**src/rtl/multicycle_control.sv**
```systemverilog
// rtl/multicycle_control.sv - multi-cycle RISC-V control FSM with memory handshake, sticky trap and retire counter
module multicycle_control #(
  parameter int ALU_OP_W      = 2,
  parameter int SUPPORT_UPPER = 1,
  parameter int CNT_W         = 32
) (
  input  logic                clk,
  input  logic                reset,
  input  logic [6:0]          opcode,
  input  logic                zero,
  input  logic                mem_ready,
  output logic                pc_write,
  output logic                ir_write,
  output logic                i_or_d,
  output logic                mem_read,
  output logic                mem_write,
  output logic                reg_write,
  output logic [1:0]          mem_to_reg,
  output logic [1:0]          alu_src_a,
  output logic [1:0]          alu_src_b,
  output logic [ALU_OP_W-1:0] alu_op,
  output logic [1:0]          pc_src,
  output logic                illegal,
  output logic [3:0]          state,
  output logic [CNT_W-1:0]    instret
);

  localparam logic [3:0] S_FETCH    = 4'd0;
  localparam logic [3:0] S_DECODE   = 4'd1;
  localparam logic [3:0] S_EXEC_R   = 4'd2;
  localparam logic [3:0] S_EXEC_I   = 4'd3;
  localparam logic [3:0] S_UPPER    = 4'd4;
  localparam logic [3:0] S_ALU_WB   = 4'd5;
  localparam logic [3:0] S_MEM_ADDR = 4'd6;
  localparam logic [3:0] S_MEM_RD   = 4'd7;
  localparam logic [3:0] S_MEM_WB   = 4'd8;
  localparam logic [3:0] S_MEM_WR   = 4'd9;
  localparam logic [3:0] S_BRANCH   = 4'd10;
  localparam logic [3:0] S_JAL      = 4'd11;
  localparam logic [3:0] S_JALR     = 4'd12;
  localparam logic [3:0] S_TRAP     = 4'd13;

  localparam logic [6:0] OP_R      = 7'b0110011;
  localparam logic [6:0] OP_I      = 7'b0010011;
  localparam logic [6:0] OP_LOAD   = 7'b0000011;
  localparam logic [6:0] OP_STORE  = 7'b0100011;
  localparam logic [6:0] OP_BRANCH = 7'b1100011;
  localparam logic [6:0] OP_JAL    = 7'b1101111;
  localparam logic [6:0] OP_JALR   = 7'b1100111;
  localparam logic [6:0] OP_LUI    = 7'b0110111;
  localparam logic [6:0] OP_AUIPC  = 7'b0010111;

  localparam logic [ALU_OP_W-1:0] ALU_ADD   = ALU_OP_W'(0);
  localparam logic [ALU_OP_W-1:0] ALU_SUB   = ALU_OP_W'(1);
  localparam logic [ALU_OP_W-1:0] ALU_FUNCT = ALU_OP_W'(2);

  // Upper-immediate opcodes are only legal when the build includes them.
  localparam logic [3:0] S_UPPER_OR_TRAP = (SUPPORT_UPPER != 0) ? S_UPPER : S_TRAP;

  logic [3:0]       state_q, state_d;
  logic             illegal_q, illegal_d;
  logic [CNT_W-1:0] instret_q, instret_d;
  logic             retire;

  // Next-state logic; retire marks every instruction-completing return to FETCH.
  always_comb begin
    state_d = state_q;
    retire  = 1'b0;
    case (state_q)
      S_FETCH: begin
        if (mem_ready) state_d = S_DECODE;
      end
      S_DECODE: begin
        case (opcode)
          OP_R:               state_d = S_EXEC_R;
          OP_I:               state_d = S_EXEC_I;
          OP_LOAD, OP_STORE:  state_d = S_MEM_ADDR;
          OP_BRANCH:          state_d = S_BRANCH;
          OP_JAL:             state_d = S_JAL;
          OP_JALR:            state_d = S_JALR;
          OP_LUI, OP_AUIPC:   state_d = S_UPPER_OR_TRAP;
          default:            state_d = S_TRAP;
        endcase
      end
      S_EXEC_R, S_EXEC_I, S_UPPER: begin
        state_d = S_ALU_WB;
      end
      S_MEM_ADDR: begin
        // opcode[5] separates store (0100011) from load (0000011).
        state_d = opcode[5] ? S_MEM_WR : S_MEM_RD;
      end
      S_MEM_RD: begin
        if (mem_ready) state_d = S_MEM_WB;
      end
      S_MEM_WR: begin
        if (mem_ready) begin
          state_d = S_FETCH;
          retire  = 1'b1;
        end
      end
      S_ALU_WB, S_MEM_WB, S_BRANCH, S_JAL, S_JALR: begin
        state_d = S_FETCH;
        retire  = 1'b1;
      end
      S_TRAP: begin
        state_d = S_TRAP;
      end
      default: begin
        // Encodings 14-15 recover to FETCH without counting a retirement.
        state_d = S_FETCH;
      end
    endcase
  end

  // Sticky trap flag and wrapping retired-instruction counter.
  always_comb begin
    illegal_d = illegal_q | (state_d == S_TRAP);
    instret_d = instret_q + CNT_W'(retire);
  end

  // State registers with asynchronous active-high reset.
  always_ff @(posedge clk or posedge reset) begin
    if (reset) begin
      state_q   <= S_FETCH;
      illegal_q <= 1'b0;
      instret_q <= '0;
    end else begin
      state_q   <= state_d;
      illegal_q <= illegal_d;
      instret_q <= instret_d;
    end
  end

  // Moore control decode; reset forces every strobe and select low.
  always_comb begin
    pc_write   = 1'b0;
    ir_write   = 1'b0;
    i_or_d     = 1'b0;
    mem_read   = 1'b0;
    mem_write  = 1'b0;
    reg_write  = 1'b0;
    mem_to_reg = 2'd0;
    alu_src_a  = 2'd0;
    alu_src_b  = 2'd0;
    alu_op     = ALU_ADD;
    pc_src     = 2'd0;
    if (!reset) begin
      case (state_q)
        S_FETCH: begin
          mem_read  = 1'b1;
          alu_src_a = 2'd0;
          alu_src_b = 2'd2;
          alu_op    = ALU_ADD;
          ir_write  = mem_ready;
          pc_write  = mem_ready;
          pc_src    = 2'd0;
        end
        S_DECODE: begin
          alu_src_a = 2'd1;
          alu_src_b = 2'd1;
          alu_op    = ALU_ADD;
        end
        S_EXEC_R: begin
          alu_src_a = 2'd2;
          alu_src_b = 2'd0;
          alu_op    = ALU_FUNCT;
        end
        S_EXEC_I: begin
          alu_src_a = 2'd2;
          alu_src_b = 2'd1;
          alu_op    = ALU_FUNCT;
        end
        S_UPPER: begin
          // LUI adds the immediate to zero, AUIPC to the instruction's PC.
          alu_src_a = opcode[5] ? 2'd3 : 2'd1;
          alu_src_b = 2'd1;
          alu_op    = ALU_ADD;
        end
        S_ALU_WB: begin
          reg_write  = 1'b1;
          mem_to_reg = 2'd0;
        end
        S_MEM_ADDR: begin
          alu_src_a = 2'd2;
          alu_src_b = 2'd1;
          alu_op    = ALU_ADD;
        end
        S_MEM_RD: begin
          mem_read = 1'b1;
          i_or_d   = 1'b1;
        end
        S_MEM_WB: begin
          reg_write  = 1'b1;
          mem_to_reg = 2'd1;
        end
        S_MEM_WR: begin
          mem_write = 1'b1;
          i_or_d    = 1'b1;
        end
        S_BRANCH: begin
          alu_src_a = 2'd2;
          alu_src_b = 2'd0;
          alu_op    = ALU_SUB;
          pc_src    = 2'd1;
          pc_write  = zero;
        end
        S_JAL: begin
          reg_write  = 1'b1;
          mem_to_reg = 2'd2;
          pc_write   = 1'b1;
          pc_src     = 2'd1;
        end
        S_JALR: begin
          // rd takes the current PC (already PC+4) while PC loads rs1+imm.
          alu_src_a  = 2'd2;
          alu_src_b  = 2'd1;
          alu_op     = ALU_ADD;
          pc_src     = 2'd0;
          pc_write   = 1'b1;
          reg_write  = 1'b1;
          mem_to_reg = 2'd2;
        end
        default: begin
        end
      endcase
    end
  end

  // Status outputs come straight from the registers.
  always_comb begin
    state   = state_q;
    illegal = illegal_q;
    instret = instret_q;
  end

endmodule

```
**config.mk**
```make
export PLATFORM = sky130hd
export DESIGN_NAME = multicycle_control
export DESIGN_NICKNAME = d
export VERILOG_FILES = /design/src/rtl/multicycle_control.sv
export SDC_FILE = /design/constraint.sdc
export NUM_CORES = 1
export LEC_CHECK = 0
export ABC_AREA = 0
export ABC_CLOCK_PERIOD_IN_PS = 5400
export CAP_MARGIN = 20
export CORE_MARGIN = 1.5
export CORE_UTILIZATION = 50
export DETAILED_ROUTE_END_ITERATION = 8
export PLACE_DENSITY = 0.93
export SYNTH_ARGS = -nofsm -noshare
export SYNTH_HDL_FRONTEND = slang
export SYNTH_SLANG_ARGS = --single-unit
export TNS_END_PERCENT = 10
```
**constraint.sdc**
```tcl
create_clock -name clk -period 5.4 [get_ports clk]
set_clock_uncertainty 0.1 [all_clocks]
set_input_delay 1.35 -clock clk [delete_from_list [all_inputs] [get_ports clk]]
set_output_delay 1.35 -clock clk [all_outputs]
set_load 0.03 [all_outputs]
```
==> out/qor.txt, run 1 <==
CELLS AND AREA
--------------------------------------------------------------------------
Count of inserted antenna diode cells .......................            0
Leading cell type in the layout, fill and taps excluded ..... sky130_fd_sc_hd__clkdlybuf4s50_1
Layout overhead on the synthesized area .....................        36.2%
Net count of the finished layout ............................          292
Fraction of layout cells with a size suffix above 1 .........        7.50%
Commonest non-fill, non-tap cells in the layout ............. sky130_fd_sc_hd__clkdlybuf4s50_1, sky130_fd_sc_hd__dfrtp_1, sky130_fd_sc_hd__xnor2_1
Post-layout instance count excluding filler cells ...........          330

CLOCKING
--------------------------------------------------------------------------
Buffers inserted by post-CTS timing repair ..................            0
Post-cts gate resize count ..................................            0
Buffer depth of the longest clock path ......................            2
Total of hold buffers inserted after clock tree synthesis ...            0
Reg clk slew, reported paths ................................      0.07 ns
CTS Root Cell ............................................... sky130_fd_sc_hd__clkbuf_8
Number of levels the H-tree was split into ..................            2
Clock insertion delay at the later pin of the skew report ...      0.29 ns
Clock sink count ............................................           37
Number of buffers created by CTS ............................            5
CTS tree ....................................................         done

FLOORPLANNING
--------------------------------------------------------------------------
Effective utilization at floorplan ..........................        52.0%
Core Box Area ...............................................   4000 sq um
Count of pins on the block boundary .........................           64
Site Rows ...................................................           23
Chip Width ..................................................      67.5 um
Die Y .......................................................      67.5 um
Die outline area ............................................   4550 sq um

PLACEMENT
--------------------------------------------------------------------------
Worst slack at placement ....................................     0.834 ns
GP Congestion ...............................................        0.787
Number of port buffers ......................................           62
Final HPWL from detailed placement ..........................      3.55 mm
Cell count after placement ..................................          322

TIMING
--------------------------------------------------------------------------
Number of failing hold endpoints at the final stage .........            0
Setup tns final .............................................         0 ns
Worst slew margin relative to its limit .....................        56.3%
Slack of the critical path ..................................     0.854 ns
Period Utilization, post-route ..............................        84.2%
Crit path time final ........................................      4.55 ns
Pins Over Slew Limit ........................................            0
Final hold slack ............................................     0.388 ns
Unrepaired setup endpoints after global routing .............           no
F_max .......................................................      220 MHz
Worst-Margin Slew ...........................................     0.655 ns
Finish-stage setup viols ....................................            0

GLOBAL ROUTE
--------------------------------------------------------------------------
Total track usage ...........................................        23.6%
Routing usage on met3 .......................................        5.17%
Met2 usage ..................................................        40.7%
Global-route wire length before repair ......................      8.14 mm
Global route total overflow .................................            0
Pin count of the biggest net entering global routing ........           39
Initial antenna violation count .............................            0
Vias in the first global route ..............................         1776
Routing layer with the top usage in global route ............         met2
Met1 usage in global routing ................................        28.8%

SETUP PATH
--------------------------------------------------------------------------
Cell seen most often among critical-path stages ............. sky130_fd_sc_hd__buf_4
Critical path type ..........................................    in -> out
CP max stage cell ........................................... sky130_fd_sc_hd__clkdlybuf4s50_1
Worst-path fanout max .......................................           38
Startpoint types ............................................    input pin
Element type at the critical path end ....................... primary output
Arrival time reported for the critical path endpoint ........      3.10 ns
Stage delay of the slowest cell on the critical path ........      0.60 ns
Worst path top cell family by delay ......................... buffers and inverters
Crit-path cells ............................................. clkdlybuf4s50_1 -> inv_1 -> buf_4 -> nand2_1 -> a221oi_1 -> buf_4
Data required time of the critical path .....................      3.95 ns
Number of buffer and inverter stages on the critical path ...            4

ROUTING
--------------------------------------------------------------------------
Number of iterations in the first detailed-routing pass .....            4
Routed length per placed instance ...........................      15.1 um
Total number of vias ........................................         1843
Final Routed Wirelength .....................................      4.98 mm
Vias per cell ...............................................         5.58
Antenna violation net count after detailed routing ..........            0
Initial drt markers .........................................          100
Remaining design rule violation count .......................            0

PWR
--------------------------------------------------------------------------
Maximum VDD drop ............................................   0.000227 V
Static Leak .................................................      1.20 nW
Pwr dens ....................................................  383 nW/um^2

OUTCOME
--------------------------------------------------------------------------
Run status .................................................. finished clean

RUN
--------------------------------------------------------------------------
Maximum Capacitance Violations ..............................            0

YOSYS
--------------------------------------------------------------------------
Cells after Synth ...........................................          219
Main flop type after synthesis .............................. sky130_fd_sc_hd__dfrtp_1
Syn. warnings ...............................................            0
Syn avg cell area ...........................................   9.49 sq um
Number of enable flip-flop cells after synthesis ............            0
Number of distinct library cells after synthesis ............           47
Register bit total from synthesis ...........................           37
Cell area after synthesis ...................................   2080 sq um
Syn nets ....................................................          232
Async set-or-reset flop fraction in the synthesized netlist .         100%
Sequential cell area fraction in the yosys report ...........        44.6%

HOLD PATH
--------------------------------------------------------------------------
Min-delay worst type ........................................   reg -> reg

-- path summary, 6_finish.rpt --
check | from | endpoint | slack, ns | cells past startpoint
setup / recovery | reset | alu_src_a[1] | 0.85 | 6
hold / removal | illegal | illegal | 0.39 | 1
setup reg to reg | state[0] | instret[22] | 2.65 | 10
hold reg to reg | illegal | illegal | 0.39 | 1
max in group asynchronous | reset | state[1] | 3.14 | 3
min in group asynchronous | reset | instret[0] | 1.72 | 3
-- synthesized netlist by cell type, types with 2 or more instances --
library cell               instances  area (sq um)
sky130_fd_sc_hd__dfrtp_1          37           926
sky130_fd_sc_hd__xnor2_1          26           228
sky130_fd_sc_hd__nand2_1          21          78.8
sky130_fd_sc_hd__nand3_1          19          95.1
sky130_fd_sc_hd__nor2_1           10          37.5
sky130_fd_sc_hd__and3_1            9          56.3
sky130_fd_sc_hd__o21ai_0           8          40.0
sky130_fd_sc_hd__nor3_1            7          35.0
sky130_fd_sc_hd__a21oi_1           6          30.0
sky130_fd_sc_hd__inv_1             6          22.5
sky130_fd_sc_hd__nand2b_1          6          37.5
sky130_fd_sc_hd__nand4_1           6          37.5
sky130_fd_sc_hd__xor2_1            6          52.6
sky130_fd_sc_hd__buf_2             4          20.0
sky130_fd_sc_hd__clkbuf_1          4          15.0
sky130_fd_sc_hd__nor2b_1           4          25.0
sky130_fd_sc_hd__nor4_1            4          25.0
sky130_fd_sc_hd__and2_1            2          12.5
sky130_fd_sc_hd__and4_1            2          17.5
sky130_fd_sc_hd__ha_1              2          25.0
sky130_fd_sc_hd__nand4_2           2          25.0
sky130_fd_sc_hd__or3_1             2          12.5
sky130_fd_sc_hd__or4_1             2          15.0
-- layer usage --
metal / wire length, um / vias to the layer above
met2: 2660 / 53
li1: - / 883
met4: 67 / 0
met3: 176 / 8
met5: 0 / -
met1: 2080 / 899
-- stage by stage --
stage | total power [mW] | utilization (%) | cell area [sq um]
after floorplan | 0.678 | - | 2080
final | 1.09 | 70.8 | 2830
after CTS | 1.09 | 70.8 | 2830
after detailed placement | 0.838 | 67.9 | 2720
after global routing | 1.15 | 70.8 | 2830
after global placement | 0.828 | 67.9 | 2720
-- cell families after synthesis --
kind of cell,after synthesis,share of synthesized area (%)
compound gates,23,6.86
xor+xnor,32,13.5
fa+ha+maj,2,1.20
buf+inv,16,3.31
flops,37,44.6
mux,1,0.482
other cells,1,0.180
simple gates,107,29.9
-- sequential cells by signal (all words and copies together), names as in the netlist --
name and cells:
illegal 1, instret 32, state 4
-- where the power goes --
group | switching (mW) | total (mW) | internal [mW]
registers | 0.0863 | 0.400 | 0.314
clock network | 0.0967 | 0.247 | 0.151
logic | 0.251 | 0.438 | 0.187
-- area by class of cell --
class / instances / area, sq um
Fill cell: 302 / 1170
Multi-Input combinational cell: 166 / 1080
Sequential cell: 37 / 926
Timing Repair Buffer: 63 / 621
Clock buffer: 7 / 86.3
Tap cell: 50 / 62.6
Clock inverter: 1 / 30.0
Inverter: 6 / 22.5
-- worst register-to-register path, delay by kind of cell, from the launching register on --
kind | cells | cell delay, ns
flip-flops | 1 | 0.62
XOR/XNOR | 1 | 0.20
AND/OR/NAND/NOR | 5 | 1.07
AO/OA/AOI/OAI | 2 | 0.19
adder cells (fa/ha/maj) | 2 | 0.47
Note: power is estimated with default switching activity, not from simulation.
==> run 2, diff against run 1 <==
--- a/config.mk
+++ b/config.mk
@@ -6,12 +6,12 @@
 export NUM_CORES = 1
 export LEC_CHECK = 0
 export ABC_AREA = 0
-export ABC_CLOCK_PERIOD_IN_PS = 5400
+export ABC_CLOCK_PERIOD_IN_PS = 3900
 export CAP_MARGIN = 20
 export CORE_MARGIN = 1.5
-export CORE_UTILIZATION = 50
+export CORE_UTILIZATION = 42
 export DETAILED_ROUTE_END_ITERATION = 8
-export PLACE_DENSITY = 0.93
+export PLACE_DENSITY = 0.84
 export SYNTH_ARGS = -nofsm -noshare
 export SYNTH_HDL_FRONTEND = slang
 export SYNTH_SLANG_ARGS = --single-unit
==> constraint.sdc (replaced) <==
create_clock -name clk -period 3.9 [get_ports clk]
set_clock_uncertainty 0.1 [all_clocks]
set_input_delay 0.975 -clock clk [delete_from_list [all_inputs] [get_ports clk]]
set_output_delay 0.975 -clock clk [all_outputs]
set_load 0.03 [all_outputs]
==> run 2 against run 1 <==
Net effect:
- global-route usage shrank 5.6 points
- die area grew 18%
- power up 29%
==> out/qor.txt, run 2 (synthesis results as in run 1) <==
TIMING
------------------------------------------------------------------------
Worst slew margin relative to its limit ...................        57.5%   was 56.3%
Unrepaired setup endpoints after global routing ...........           no   unchanged
Number of failing hold endpoints at the final stage .......            0   unchanged
Crit path time final ......................................      3.78 ns
F_max .....................................................      265 MHz
Finish-stage setup viols ..................................            0   unchanged
Worst-Margin Slew .........................................     0.638 ns   was 0.655 ns
Period Utilization, post-route ............................        96.8%
Pins Over Slew Limit ......................................            0   unchanged
Setup tns final ...........................................         0 ns   unchanged

CELLS AND AREA
------------------------------------------------------------------------
Design area ...............................................   2850 sq um   was 2830 sq um
Final design utilization ..................................        59.9%   was 70.8%
Post-layout instance count excluding filler cells .........          348   was 330
Commonest non-fill, non-tap cells in the layout ........... sky130_fd_sc_hd__clkdlybuf4s50_1, sky130_fd_sc_hd__dfrtp_1, sky130_fd_sc_hd__xnor2_1   unchanged
Layout overhead on the synthesized area ...................        37.0%   was 36.2%
Fraction of layout cells with a size suffix above 1 .......        7.47%   was 7.50%
Count of inserted antenna diode cells .....................            0   unchanged
Net count of the finished layout ..........................          295   was 292
Leading cell type in the layout, fill and taps excluded ... sky130_fd_sc_hd__clkdlybuf4s50_1   unchanged
Max reg flops .............................................           32   unchanged

SETUP PATH
------------------------------------------------------------------------
Data required time of the critical path ...................      2.82 ns   was 3.95 ns
Cell depth of the worst flop-to-flop path .................           11   was 10
Critical path type ........................................    in -> out   unchanged
Arrival time reported for the critical path endpoint ......      2.70 ns   was 3.10 ns
Startpoint types ..........................................    input pin   unchanged
Reg2Reg Setup Slack .......................................      1.22 ns   was 2.65 ns
Element type at the critical path end ..................... primary output   unchanged
Stage delay of the slowest cell on the critical path ......      0.74 ns   was 0.60 ns
Crit-path cells ........................................... clkdlybuf4s50_1 -> buf_4 -> nor4_1 -> clkdlybuf4s50_1   was clkdlybuf4s50_1 -> inv_1 -> buf_4 -> nand2_1 -> a221oi_1 -> buf_4
CP max stage cell ......................................... sky130_fd_sc_hd__clkdlybuf4s50_1   unchanged
Capture point of the worst reg-to-reg path ................  instret[20]   was instret[22]
Worst-path fanout max .....................................           10   was 38
Cell seen most often among critical-path stages ........... sky130_fd_sc_hd__clkdlybuf4s50_1   was sky130_fd_sc_hd__buf_4
Critical R2R Launch .......................................     state[2]   was state[0]

GLOBAL ROUTE
------------------------------------------------------------------------
Total track usage .........................................        17.9%   was 23.6%
Global route total overflow ...............................            0   unchanged
Global-route wire length before repair ....................      7.56 mm   was 8.14 mm
Initial antenna violation count ...........................            0   unchanged
Pin count of the biggest net entering global routing ......           38   was 39
Vias in the first global route ............................         1668   was 1776

ROUTING
------------------------------------------------------------------------
Total length of routed met3 wires .........................       218 um   was 176 um
Highest Signal Layer ......................................         met4   unchanged
Initial drt markers .......................................           67   was 100
Remaining design rule violation count .....................            0   unchanged
Number of iterations in the first detailed-routing pass ...            4   unchanged
Wire length on met2 .......................................      2.22 mm   was 2.66 mm
Vias per cell .............................................         5.30   was 5.58
Antenna violation net count after detailed routing ........            0   unchanged
Routed length per placed instance .........................      12.8 um   was 15.1 um
Total number of vias ......................................         1843   unchanged
Metal1 wirelength .........................................      1.98 mm   was 2.08 mm
Final Routed Wirelength ...................................      4.47 mm   was 4.98 mm

PWR
------------------------------------------------------------------------
Internal portion of total power ...........................     0.823 mW   was 0.652 mW
Static Leak ...............................................      1.21 nW   was 1.20 nW
Switching power as a share of total power .................        41.3%   was 40.0%
Pwr dens ..................................................  492 nW/um^2   was 383 nW/um^2
Proportion of power drawn by combinational gates ..........        44.7%   was 40.3%
Switching pwr .............................................     0.579 mW   was 0.434 mW
Fraction of power consumed by sequential logic ............        38.5%   was 36.9%
Maximum VDD drop ..........................................   0.000468 V   was 0.000227 V
Portion of total power attributed to the clock network ....        16.8%   was 22.8%
Total power consumption of the routed design ..............      1.40 mW   was 1.09 mW

PLACEMENT
------------------------------------------------------------------------
Cell count after placement ................................          342   was 322
GP Congestion .............................................        0.863   was 0.787
Number of port buffers ....................................           62   unchanged
Post-place instance area ..................................   2770 sq um   was 2720 sq um
Final HPWL from detailed placement ........................      3.28 mm   was 3.55 mm

CLOCKING
------------------------------------------------------------------------
Clock insertion delay at the later pin of the skew report .      0.28 ns   was 0.29 ns
Buffer depth of the longest clock path ....................            2   unchanged
CTS Root Cell ............................................. sky130_fd_sc_hd__clkbuf_8   unchanged
Total of hold buffers inserted after clock tree synthesis .            0   unchanged
CTS tree ..................................................         done   unchanged
Reg clk slew, reported paths ..............................      0.06 ns   was 0.07 ns
Number of buffers created by CTS ..........................            5   unchanged
Number of levels the H-tree was split into ................            2   unchanged
Clock sink count ..........................................           37   unchanged

HOLD PATH
------------------------------------------------------------------------
HP Start ..................................................  instret[31]   was illegal
Min-delay worst type ......................................   reg -> reg   unchanged
Worst Hold Path Cells .....................................            1   unchanged
End point of the worst hold path ..........................  instret[31]   was illegal

FLOORPLANNING
------------------------------------------------------------------------
Count of pins on the block boundary .......................           64   unchanged
Die Y .....................................................      73.3 um   was 67.5 um
Core Box Area .............................................   4750 sq um   was 4000 sq um
Site Rows .................................................           25   was 23
Die outline area ..........................................   5380 sq um   was 4550 sq um
Chip Width ................................................      73.3 um   was 67.5 um
Effective utilization at floorplan ........................        43.7%   was 52.0%

OUTCOME
------------------------------------------------------------------------
Run status ................................................ finished clean   unchanged

RUN
------------------------------------------------------------------------
Maximum Capacitance Violations ............................            0   unchanged

==> run 2: repair_timing <==
item | in CTS | in global routing
setup buffers | 0 | 0
gates resized for setup | 0 | 1
setup endpoints to repair | 0 | 1
==> run 2: power groups by stage <==
stage / clock network [mW] / registers [mW] / logic [mW]
after detailed placement: 0 / 0.547 / 0.629
after global placement: 0 / 0.543 / 0.621
after CTS: 0.245 / 0.539 / 0.631
after global routing: 0.257 / 0.553 / 0.680
final: 0.236 / 0.539 / 0.626
after floorplan: 0 / 0.590 / 0.349
==> run 2: metrics by stage <==
| stage | hold slack [ns] | setup slack, ns |
|---|---|---|
| after global placement | 0.360 | 0.0766 |
| after CTS | 0.375 | 0.0141 |
| after floorplan | 0.553 | 0.159 |
| final | 0.372 | 0.124 |
| after detailed placement | 0.367 | 0.0268 |
| after global routing | 0.381 | 0.0456 |
==> run 2: worst max-delay path by stage <==
stage,from,endpoint,slack (ns),depth (start not counted)
2_1_floorplan,reset,pc_write,0.16,4
3_3_place_gp,reset,pc_write,0.08,5
3_5_place_dp,reset,pc_write,0.03,5
4_1_cts,reset,pc_write,0.01,5
5_1_grt,reset,alu_op[0],0.05,4
6_report,reset,alu_op[0],0.12,4
==> run 2: worst max-delay path, delay by kind of cell <==
kind,cells,cell delay (ns)
buffers and inverters,3,1.40
and+or+nand+nor,1,0.32
==> run 2: cell type report <==
cell class	count	area [sq um]
Fill cell	410	1910
Multi-Input combinational cell	166	1080
Clock inverter	1	5.00
Timing Repair Buffer	66	653
Clock buffer	5	68.8
Sequential cell	37	926
Tap cell	67	83.8
Inverter	6	26.3
==> run 2: layer usage <==
metal | vias up | global-route usage, %
met2 | 52 | 29.7
li1 | 891 | -
met1 | 895 | 23.3
met4 | 0 | 4.94
met5 | - | 0
met3 | 5 | 4.53
